$ cat src/rtl/clk_wiz_0_pkg.sv
// Shared types and helpers for the clk_wiz_0 reset/lock sequencer.
package clk_wiz_0_pkg;

  typedef enum logic [2:0] {
    RST_MMCM  = 3'd0,
    WAIT_LOCK = 3'd1,
    STABLE    = 3'd2,
    RUN       = 3'd3,
    LOST      = 3'd4
  } state_t;

  // Width of the shared phase timer: enough bits for the longest phase, plus one.
  function automatic int timer_w(input int a, input int b, input int c);
    int m;
    m = a;
    if (b > m) m = b;
    if (c > m) m = c;
    return $clog2(m) + 1;
  endfunction

endpackage

$ cat src/rtl/clk_wiz_0_rst_seq_if.sv
// Status/control bundle between the clocking network, the sequencer and user logic.
interface clk_wiz_0_rst_seq_if #(
  parameter int CNT_W = 8
);
  logic             locked;
  logic             input_clk_stopped;
  logic             clear_err;
  logic             mmcm_reset;
  logic             rst_out;
  logic             ready;
  logic             timeout_err;
  logic [CNT_W-1:0] relock_count;
  logic [2:0]       state;

  // Environment side: drives clocking-network status and error clear.
  modport master (
    output locked, input_clk_stopped, clear_err,
    input  mmcm_reset, rst_out, ready, timeout_err, relock_count, state
  );

  // Sequencer side.
  modport slave (
    input  locked, input_clk_stopped, clear_err,
    output mmcm_reset, rst_out, ready, timeout_err, relock_count, state
  );
endinterface

$ cat src/rtl/clk_wiz_0_sync_bit.sv
// Multi-flop single-bit synchronizer for async status inputs, clears to 0 on reset.
module clk_wiz_0_sync_bit #(
  parameter int STAGES = 2
) (
  input  logic clk,
  input  logic reset,
  input  logic d,
  output logic q
);
  logic [STAGES-1:0] ff;

  // Shift the async input through the flop chain.
  always_ff @(posedge clk or posedge reset) begin
    if (reset) ff <= '0;
    else       ff <= {ff[STAGES-2:0], d};
  end

  assign q = ff[STAGES-1];
endmodule

$ cat src/rtl/clk_wiz_0_rst_seq.sv
// Reset/lock sequencer for clk_wiz_0: pulses the MMCM reset, waits for a
// stable lock, then releases user reset; retries on timeout, relocks on loss.
module clk_wiz_0_rst_seq
  import clk_wiz_0_pkg::*;
#(
  parameter int MMCM_RST_CYCLES     = 16,
  parameter int LOCK_TIMEOUT_CYCLES = 65536,
  parameter int LOCK_STABLE_CYCLES  = 1024,
  parameter int SYNC_STAGES         = 2,
  parameter int CNT_W               = 8
) (
  input  logic                 clk,
  input  logic                 reset,
  clk_wiz_0_rst_seq_if.slave   bus
);
  localparam int TW = timer_w(MMCM_RST_CYCLES, LOCK_TIMEOUT_CYCLES, LOCK_STABLE_CYCLES);
  localparam logic [TW-1:0] RST_LAST = TW'(MMCM_RST_CYCLES - 1);
  localparam logic [TW-1:0] TO_LAST  = TW'(LOCK_TIMEOUT_CYCLES - 1);
  localparam logic [TW-1:0] STB_LAST = TW'(LOCK_STABLE_CYCLES - 1);

  logic             locked_s, stopped_s, lock_ok;
  state_t           state_q, state_n;
  logic [TW-1:0]    timer_q, timer_n;
  logic             to_set, relock_inc;
  logic             mmcm_reset_n, rst_out_n, ready_n;
  logic             mmcm_reset_q, rst_out_q, ready_q, timeout_q;
  logic [CNT_W-1:0] relock_q;

  clk_wiz_0_sync_bit #(.STAGES(SYNC_STAGES)) u_sync_locked (
    .clk(clk), .reset(reset), .d(bus.locked), .q(locked_s)
  );

  clk_wiz_0_sync_bit #(.STAGES(SYNC_STAGES)) u_sync_stopped (
    .clk(clk), .reset(reset), .d(bus.input_clk_stopped), .q(stopped_s)
  );

  assign lock_ok = locked_s && !stopped_s;

  // State and shared phase timer.
  always_ff @(posedge clk or posedge reset) begin
    if (reset) begin
      state_q <= RST_MMCM;
      timer_q <= '0;
    end else begin
      state_q <= state_n;
      timer_q <= timer_n;
    end
  end

  // Next state; timer restarts on every transition and idles in RUN/LOST.
  always_comb begin
    state_n    = state_q;
    to_set     = 1'b0;
    relock_inc = 1'b0;
    case (state_q)
      RST_MMCM:  if (timer_q == RST_LAST) state_n = WAIT_LOCK;
      WAIT_LOCK: begin
        if (lock_ok) state_n = STABLE;
        else if (timer_q == TO_LAST) begin
          state_n = RST_MMCM;
          to_set  = 1'b1;
        end
      end
      STABLE: begin
        if (!lock_ok)                 state_n = WAIT_LOCK;
        else if (timer_q == STB_LAST) state_n = RUN;
      end
      RUN: begin
        if (!lock_ok) begin
          state_n    = LOST;
          relock_inc = 1'b1;
        end
      end
      LOST:    state_n = RST_MMCM;
      default: state_n = RST_MMCM;
    endcase
    timer_n = (state_n != state_q || state_q == RUN || state_q == LOST) ? '0 : timer_q + 1'b1;
  end

  // Output decode from the next state so the registered outputs line up with state_q.
  always_comb begin
    mmcm_reset_n = (state_n == RST_MMCM);
    rst_out_n    = (state_n != RUN);
    ready_n      = (state_n == RUN);
  end

  // Registered outputs, sticky timeout flag (set beats clear) and saturating relock count.
  always_ff @(posedge clk or posedge reset) begin
    if (reset) begin
      mmcm_reset_q <= 1'b1;
      rst_out_q    <= 1'b1;
      ready_q      <= 1'b0;
      timeout_q    <= 1'b0;
      relock_q     <= '0;
    end else begin
      mmcm_reset_q <= mmcm_reset_n;
      rst_out_q    <= rst_out_n;
      ready_q      <= ready_n;
      if (to_set)             timeout_q <= 1'b1;
      else if (bus.clear_err) timeout_q <= 1'b0;
      if (relock_inc && relock_q != '1) relock_q <= relock_q + 1'b1;
    end
  end

  assign bus.mmcm_reset   = mmcm_reset_q;
  assign bus.rst_out      = rst_out_q;
  assign bus.ready        = ready_q;
  assign bus.timeout_err  = timeout_q;
  assign bus.relock_count = relock_q;
  assign bus.state        = state_q;
endmodule
$ cat src/flat_wrapper.sv
// flat-port wrapper written by rule: the top's interface ports become plain ports
module clk_wiz_0_rst_seq_flat import clk_wiz_0_pkg::*;
#(
  parameter int MMCM_RST_CYCLES     = 16,
  parameter int LOCK_TIMEOUT_CYCLES = 65536,
  parameter int LOCK_STABLE_CYCLES  = 1024,
  parameter int SYNC_STAGES         = 2,
  parameter int CNT_W               = 8
)
  (clk, reset, bus_locked, bus_input_clk_stopped, bus_clear_err, bus_mmcm_reset, bus_rst_out, bus_ready, bus_timeout_err, bus_relock_count, bus_state);
  clk_wiz_0_rst_seq_if #(.CNT_W(CNT_W)) bus_i ();
  input  logic clk;
  input  logic reset;
  input wire logic [$bits(bus_i.locked)-1:0] bus_locked;
  input wire logic [$bits(bus_i.input_clk_stopped)-1:0] bus_input_clk_stopped;
  input wire logic [$bits(bus_i.clear_err)-1:0] bus_clear_err;
  output wire logic [$bits(bus_i.mmcm_reset)-1:0] bus_mmcm_reset;
  output wire logic [$bits(bus_i.rst_out)-1:0] bus_rst_out;
  output wire logic [$bits(bus_i.ready)-1:0] bus_ready;
  output wire logic [$bits(bus_i.timeout_err)-1:0] bus_timeout_err;
  output wire logic [$bits(bus_i.relock_count)-1:0] bus_relock_count;
  output wire logic [$bits(bus_i.state)-1:0] bus_state;
  assign bus_i.locked = bus_locked;
  assign bus_i.input_clk_stopped = bus_input_clk_stopped;
  assign bus_i.clear_err = bus_clear_err;
  assign bus_mmcm_reset = bus_i.mmcm_reset;
  assign bus_rst_out = bus_i.rst_out;
  assign bus_ready = bus_i.ready;
  assign bus_timeout_err = bus_i.timeout_err;
  assign bus_relock_count = bus_i.relock_count;
  assign bus_state = bus_i.state;
  clk_wiz_0_rst_seq #(.MMCM_RST_CYCLES(MMCM_RST_CYCLES), .LOCK_TIMEOUT_CYCLES(LOCK_TIMEOUT_CYCLES), .LOCK_STABLE_CYCLES(LOCK_STABLE_CYCLES), .SYNC_STAGES(SYNC_STAGES), .CNT_W(CNT_W)) u_core (.clk(clk), .reset(reset), .bus(bus_i));
endmodule
$ cat config.mk
export PLATFORM = sky130hd
export DESIGN_NAME = clk_wiz_0_rst_seq_flat
export DESIGN_NICKNAME = d
export VERILOG_FILES = /design/src/rtl/clk_wiz_0_pkg.sv /design/src/rtl/clk_wiz_0_rst_seq_if.sv /design/src/rtl/clk_wiz_0_sync_bit.sv /design/src/rtl/clk_wiz_0_rst_seq.sv /design/src/flat_wrapper.sv
export SDC_FILE = /design/constraint.sdc
export NUM_CORES = 1
export LEC_CHECK = 0
export BUFFER_PORTS_ARGS = -buffer_cell sky130_fd_sc_hd__buf_2
export CAP_MARGIN = 20
export CORE_UTILIZATION = 55
export DETAILED_ROUTE_END_ITERATION = 8
export HOLD_SLACK_MARGIN = 0.1
export PLACE_DENSITY = 0.76
export SYNTH_ARGS = -nofsm -noshare
export SYNTH_HDL_FRONTEND = slang
export SYNTH_SLANG_ARGS = --single-unit
$ cat constraint.sdc
create_clock -name clk -period 2.43 [get_ports clk]
set_input_delay 0.3645 -clock clk [delete_from_list [all_inputs] [get_ports clk]]
set_output_delay 0.3645 -clock clk [all_outputs]
set_load 0.01 [all_outputs]
After elaboration in Yosys (flattened, before gate mapping):

Index checks and enable logic that the tools add are counted.

* register bits after elaboration: 36
* input bits: 5
* word-level logic and storage cells: 45

* add/subtract/negate cells: 2
* equality and inequality tests: 11
* muxes and demuxes: 15
* reductions and logical operators: 8

Operators with widths (number)
* two-way mux 3 bit: 6
* adder 17 x 1 -> 17 bit (second input constant): 1
* == test 17 x 10 -> 1 bit (second input constant): 1
* == test 17 x 16 -> 1 bit (second input constant): 1
* == test 17 x 4 -> 1 bit (second input constant): 1
* two-way mux 17 bit: 1
* one-hot mux 3 bit (4 select lines): 1
* == test 3 x 2 -> 1 bit (second input constant): 3
* adder 8 x 1 -> 8 bit (second input constant): 1
* inequality test 8 bit (second input constant): 1
* two-way mux 1 bit: 7
* zero test 3 bit: 2
* == test 3 x 1 -> 1 bit (second input constant): 1
* == test 3 bit (second input constant): 1
* inequality test 3 x 2 -> 1 bit (second input constant): 1
* inequality test 3 bit: 1
* logical AND 1 bit: 2
* logical OR 1 bit: 2
* nonzero test 2 bit: 1
* zero test 1 bit: 1

Longest topological paths before layout:

* depth in word-level cells: 8
* gate-level depth with buffers: 11

Hierarchy:

From an unflattened synthesis, not the netlist that was laid out.

* cells, all modules: 154
* area total of the unflattened synthesis: 1642.8 sq um

Modules (own cells, without submodules)
* clk_wiz_0_rst_seq: times used 1, cells each 148, area each 1535.2 sq um, seq. area each 803.3 sq um
* clk_wiz_0_sync_bit: times used 2, cells each 3, area each 53.8 sq um, seq. area each 50.0 sq um

Least setup slack after synthesis:

Ideal clock, no wire load.

* path kind: reg-to-reg
* from: reg u_core.timer_q[0]
* to: reg u_core.timer_q[10]
* data arrival time: 2.009 ns
* required time: 2.344 ns
* slack: 0.335 ns
* stages on the path, launching flop included: 12
* path buffers: 2
* cells stage by stage: dfrtp_1 > ha_1 > nand2_1 > nor2_1 > and4_1 > ha_1 > inv_1 > nand2_1 > a221o_1 > buf_2 > buf_2 > nor3_1

* word-level cells in the longest chain between the ends: 8

Ends and longest elaborated chain
* start, declared: RTL line clk_wiz_0_rst_seq.sv:23 `logic [TW-1:0] timer_q, timer_n;`
* start signal, assigned: RTL line clk_wiz_0_rst_seq.sv:46 `timer_q <= timer_n;`
* == test 17 x 10 -> 1 bit / == test 17 x 16 -> 1 bit (equally long branches): RTL line clk_wiz_0_rst_seq.sv:66, clk_wiz_0_rst_seq.sv:59
* two-way mux 3 bit (on tied branches): RTL line clk_wiz_0_rst_seq.sv:66, clk_wiz_0_rst_seq.sv:59
* two-way mux 3 bit (on tied branches): RTL line clk_wiz_0_rst_seq.sv:65, clk_wiz_0_rst_seq.sv:58
* one-hot mux 3 bit (4 select lines): RTL line clk_wiz_0_rst_seq.sv:55 `case (state_q)`
* inequality test 3 bit: RTL line clk_wiz_0_rst_seq.sv:77 `timer_n = (state_n != state_q || state_q == RUN || state_q == LOST) ? '0 : timer_q + 1'b1;`
* logical OR 1 bit (2 in series): RTL line clk_wiz_0_rst_seq.sv:77
* two-way mux 17 bit (*): RTL line clk_wiz_0_rst_seq.sv:77
* via u_core.timer_n[10]: RTL line clk_wiz_0_rst_seq.sv:23

Mark *: on every way through the listed nets, which the timed path passes. The rest lies on a longest branch.
A chain may end at the register's enable or synchronous reset.

Worst setup path in the final report:

* from: reg u_core.timer_q[8]
* to: reg u_core.timer_q[6]

* word-level cells in the longest chain between the ends: 8

Ends and longest elaborated chain (RTL line)
* == test 17 x 10 -> 1 bit / == test 17 x 16 -> 1 bit (equally long branches): clk_wiz_0_rst_seq.sv:66, clk_wiz_0_rst_seq.sv:59
* two-way mux 3 bit (on tied branches): clk_wiz_0_rst_seq.sv:66, clk_wiz_0_rst_seq.sv:59
* two-way mux 3 bit (on tied branches): clk_wiz_0_rst_seq.sv:65, clk_wiz_0_rst_seq.sv:58
* one-hot mux 3 bit (4 select lines) (*): clk_wiz_0_rst_seq.sv:55
* inequality test 3 bit (*): clk_wiz_0_rst_seq.sv:77
* logical OR 1 bit (*) (2 in series): clk_wiz_0_rst_seq.sv:77
* two-way mux 17 bit (*): clk_wiz_0_rst_seq.sv:77
* via u_core.timer_n[6]: clk_wiz_0_rst_seq.sv:23

Marked as above.

==> report_table.html <==
<table>
<tr><th>Metric</th><th>Value</th></tr>
<tr><th colspan="2">Synthesis</th></tr>
<tr><td>Combinational family with the most area after synthesis</td><td>simple AND/OR/NAND/NOR gates</td></tr>
<tr><td>Most used flip-flop cell after synthesis</td><td>dfrtp_1</td></tr>
<tr><td>XOR/XNOR share of the synthesized area</td><td>8.95%</td></tr>
<tr><td>Cell variety after synth</td><td>between 40 and 50</td></tr>
<tr><td>Compound-Gate Fraction of Synth Area</td><td>under 10%</td></tr>
<tr><td>Syn_nets</td><td>170</td></tr>
<tr><td>Mean Syn Cell Area</td><td>approximately 11 sq um</td></tr>
<tr><td>Number of flops mapped to enable cells by yosys</td><td>0</td></tr>
<tr><td>Warnings, synthesis</td><td>0</td></tr>
<tr><td>Cell Area, Synth</td><td>between 1500 and 2000 sq um</td></tr>
<tr><td>Number of instances in the synthesized netlist</td><td>162</td></tr>
<tr><td>Basic-gate share of the synthesized area counting and, or, nand and nor cells</td><td>approximately 25%</td></tr>
<tr><td>Async S/R FF share, synth</td><td>100%</td></tr>
<tr><td>Flop and latch count out of synthesis</td><td>36</td></tr>
<tr><td>Post-Synth Adder-Cell Area</td><td>between 2 and 2.5%</td></tr>
<tr><td>Multiplexer share of the synthesized area</td><td>0.639%</td></tr>
<tr><td>Portion of the post-synthesis area used by sequential elements</td><td>51.3%</td></tr>
<tr><th colspan="2">Place</th></tr>
<tr><td>Post-place instance area</td><td>around 1900 sq um</td></tr>
<tr><td>Total half-perimeter wirelength after legalization and detailed placement</td><td>2140 um</td></tr>
<tr><td>Post-Place Setup Slack</td><td>0.0818 ns</td></tr>
<tr><td>Inst Count DP</td><td>220</td></tr>
<tr><td>Final weighted congestion in routability-driven placement</td><td>0.837</td></tr>
<tr><td>Count of buffers from port buffering</td><td>19</td></tr>
<tr><th colspan="2">Timing</th></tr>
<tr><td>Post-layout minimum cycle time</td><td>2.27 ns</td></tr>
<tr><td>Worst slew margin relative to its limit</td><td>71.1%</td></tr>
<tr><td>Post-route clock skew</td><td>between 0.01 and 0.015 ns</td></tr>
<tr><td>Setup repair after global routing missed its margin</td><td>false</td></tr>
<tr><td>Maximum frequency from static timing analysis</td><td>around 0.44 GHz</td></tr>
<tr><td>Slew Viols, Final</td><td>0</td></tr>
<tr><td>Slew at the pin with the worst max-slew slack</td><td>roughly 0.43 ns</td></tr>
<tr><td>Count of endpoints failing hold in the final timing report</td><td>0</td></tr>
<tr><td>Fin Setup TNS</td><td>0 ns</td></tr>
<tr><td>Crit path setup slack, layout</td><td>~0.16 ns</td></tr>
<tr><td>Share of the cycle needed by the critical path after routing</td><td>a little over 90%</td></tr>
<tr><td>Final setup violation count</td><td>0</td></tr>
<tr><th colspan="2">Global route</th></tr>
<tr><td>Global-route wire length before repair</td><td>between 5000 and 6000 um</td></tr>
<tr><td>Vias in the first global route</td><td>approximately 1200</td></tr>
<tr><td>Total overflow reported by the global router</td><td>0</td></tr>
<tr><td>Antenna violations before repair</td><td>0</td></tr>
<tr><td>Maximum number of pins on one net before global-route repair</td><td>37</td></tr>
<tr><td>All-Layer GR Usage</td><td>between 20% and 30%</td></tr>
<tr><th colspan="2">Pwr</th></tr>
<tr><td>Maximum ir drop on the vdd rail</td><td>approximately 0.45 mV</td></tr>
<tr><td>Switching portion of total power</td><td>a little under a third</td></tr>
<tr><td>Cell-internal power</td><td>0.000931 W</td></tr>
<tr><td>Leak</td><td>0.920 nW</td></tr>
<tr><td>Combinational Power Share</td><td>21.9%</td></tr>
<tr><td>Seq pwr share</td><td>about 57%</td></tr>
<tr><td>Net switching power of the design</td><td>0.000434 W</td></tr>
<tr><td>Total power density per cell area</td><td>~700 nW/um^2</td></tr>
<tr><td>Clk pwr share</td><td>about a fifth</td></tr>
<tr><th colspan="2">Worst setup path</th></tr>
<tr><td>CP Class</td><td>reg2reg</td></tr>
<tr><td>Arrival time worst endpoint</td><td>2.52 ns</td></tr>
<tr><td>Most prevalent standard cell on the critical path</td><td>nand2_1</td></tr>
<tr><td>Worst endpoint required time</td><td>roughly 2.7 ns</td></tr>
<tr><td>Category of cells accounting for the largest share of critical-path delay</td><td>simple AND/OR/NAND/NOR gates</td></tr>
<tr><td>Worst Path Max Fanout</td><td>17</td></tr>
<tr><td>Startpoint Class</td><td>flop</td></tr>
<tr><td>Critical path endpoint category</td><td>flop</td></tr>
<tr><td>Cells along the critical path</td><td>and3_2 -&gt; nand2_1 -&gt; nor2_1 -&gt; and4_1 -&gt; ha_1 -&gt; inv_1 -&gt; nand2_1 -&gt; a221o_2 -&gt; nor3_1</td></tr>
<tr><td>Total buffers and inverters traversed by the critical path</td><td>1</td></tr>
<tr><td>Worst path max stage delay</td><td>roughly 0.50 ns</td></tr>
<tr><td>Slowest cell on the critical path</td><td>a221o_2</td></tr>
<tr><th colspan="2">Clock network</th></tr>
<tr><td>Clock latency of the later-clocked register in the worst-skew pair</td><td>0.34 ns</td></tr>
<tr><td>Cts bufs inserted</td><td>5</td></tr>
<tr><td>Deepest level of the CTS H-tree</td><td>2</td></tr>
<tr><td>CTS tree</td><td>built</td></tr>
<tr><td>Clk pin slew, worst setup/hold paths</td><td>0.10 ns</td></tr>
<tr><td>Number of clock sinks seen by CTS</td><td>36</td></tr>
<tr><td>Hold Buf Count CTS</td><td>0</td></tr>
<tr><td>Maximum buffer depth of the clock tree</td><td>2</td></tr>
<tr><td>Clk root buf</td><td>clkbuf_4</td></tr>
<tr><th colspan="2">Layout</th></tr>
<tr><td>Commonest cells after routing, fill and taps aside</td><td>34 x dfrtp_1, 19 x nor3_1, 19 x buf_2</td></tr>
<tr><td>Number of non-filler instances in the completed layout</td><td>between 200 and 250</td></tr>
<tr><td>Antenna Cells</td><td>0</td></tr>
<tr><td>Leading cell type in the layout, fill and taps excluded</td><td>dfrtp_1</td></tr>
<tr><td>Post-route design area</td><td>1930 sq um</td></tr>
<tr><td>P&amp;R area growth vs syn</td><td>9.30%</td></tr>
<tr><td>Share of post-route cells with drive strength above 1</td><td>around 22%</td></tr>
<tr><td>Fill cell count</td><td>roughly 260</td></tr>
<tr><td>Final core occ</td><td>between 60% and 70%</td></tr>
<tr><td># nets final</td><td>~190</td></tr>
<tr><th colspan="2">Route</th></tr>
<tr><td>Total number of vias</td><td>between 1000 and 1500</td></tr>
<tr><td>Number of remaining DRC errors</td><td>0</td></tr>
<tr><td>Number of vias per cell after detailed routing</td><td>approximately 5.7</td></tr>
<tr><td>Detailed router's first-iteration violation count</td><td>37</td></tr>
<tr><td>Total wire length after detailed routing</td><td>between 2000 and 3000 um</td></tr>
<tr><td>Routed wire length per instance</td><td>around 13 um</td></tr>
<tr><td>Final antenna-violating net count</td><td>0</td></tr>
<tr><td>First-pass iteration count of the detailed router</td><td>4</td></tr>
<tr><th colspan="2">Floorplanning</th></tr>
<tr><td>Core area</td><td>between 3000 and 4000 sq um</td></tr>
<tr><td>Number of top-level pins</td><td>20</td></tr>
<tr><td>Initial core utilization</td><td>between 50% and 60%</td></tr>
<tr><td>Die Ht</td><td>58.6 um</td></tr>
<tr><td>DIE WIDTH</td><td>58.6 um</td></tr>
<tr><td>Die area</td><td>about 3400 sq um</td></tr>
<tr><td>Core Rows</td><td>20</td></tr>
<tr><th colspan="2">Flow run</th></tr>
<tr><td>Number of max-cap violations</td><td>0</td></tr>
<tr><th colspan="2">Run status</th></tr>
<tr><td>Run status</td><td>finished clean</td></tr>
<tr><th colspan="2">Worst hold path</th></tr>
<tr><td>Worst hold-check path type</td><td>in2async</td></tr>
</table>
-- tightest hold or removal path, stage by stage --
cell and delay (ns):
buf_2 0.09, inv_1 0.04, buf_4 0.38
-- Yosys cell counts (3+ instances only) --
master / number / area share (%)
nand3_1: 10 / 2.8
nor3_1: 19 / 5.4
xnor2_1: 8 / 4.0
buf_2: 3 / 0.85
xor2_1: 10 / 5.0
dfrtp_1: 34 / 48
inv_1: 4 / 0.85
nor2_1: 4 / 0.85
and4_1: 3 / 1.5
nand2_1: 10 / 2.1
nand4_1: 4 / 1.4
ha_1: 3 / 2.1
and3_1: 5 / 1.8
buf_6: 3 / 1.9
-- worst paths after layout --
check,start,to,slack [ns],cells past startpoint
min,reset,u_core.timer_q[5],0.1,3
max reg2reg,u_core.timer_q[8],u_core.timer_q[6],0.16,9
max in group asynchronous,reset,u_core.bus.rst_out,1.99,3
max,u_core.timer_q[8],u_core.timer_q[6],0.16,9
min in group clk,bus_input_clk_stopped,u_core.u_sync_stopped.ff[0],0.13,1
min reg2reg,u_core.u_sync_locked.ff[0],u_core.u_sync_locked.ff[1],0.36,0
-- power by group through the flow --
stage	Combinational (W)	Sequential, W	Clock, W
floorplan	0.000240	0.000773	0
global placement	0.000290	0.000784	0
detailed placement	0.000302	0.000784	0
CTS	0.000302	0.000773	0.000305
global route	0.000341	0.000791	0.000330
finish	0.000299	0.000774	0.000293
-- through the flow --
step,hold slack (ns),total power [W]
detailed placement,0.341,0.00109
finish,0.0986,0.00137
floorplan,0.331,0.00101
global route,0.106,0.00146
CTS,0.106,0.00138
global placement,0.336,0.00107
-- state kept, by name, summed over array words and instances, names as in the netlist --
signal / cells
u_core.bus.rst_out: 1
u_core.timer_q: 17
u_core.bus.state: 3
u_core.bus.mmcm_reset: 1
u_core.bus.relock_count: 8
u_core.u_sync_locked.ff: 2
u_core.bus.timeout_err: 1
u_core.bus.ready: 1
u_core.u_sync_stopped.ff: 2
-- layout make-up --
type                    instances  area, sq um  share of cell area [%]
multi-input cells             114          788                    40.9
inverters                       4         15.0                   0.780
clock inverters                 1         5.00                   0.260
clock buffers                   6         41.3                    2.14
flip-flops and latches         36          903                    46.9
well taps                      44         55.1                    2.86
repair buffers                 22          118                    6.11
-- layer usage --
layer  routed length (um)  track usage, %  up-vias
met1                 1400            26.4      620
met4                   48            11.6        0
met5                    0               0        -
met3                  143            5.49       10
li1                     -               -      621
met2                 1400            31.9       35
-- cells by family (layout without fill, tap and decap cells) --
logic type | count (synthesis) | after routing
AO/OA/AOI/OAI | 16 | 16
XOR/XNOR | 18 | 18
adder cells (fa/ha/maj) | 3 | 3
buffers and inverters | 12 | 33
flip-flops | 36 | 36
multiplexers | 1 | 1
AND/OR/NAND/NOR | 76 | 76
-- timing repair --
item / in CTS / in global routing
endpoints found under the setup margin: 0 / 9
resized for setup: 0 / 1
buffers inserted: 0 / 0
Power figures use the tool's default switching activity.
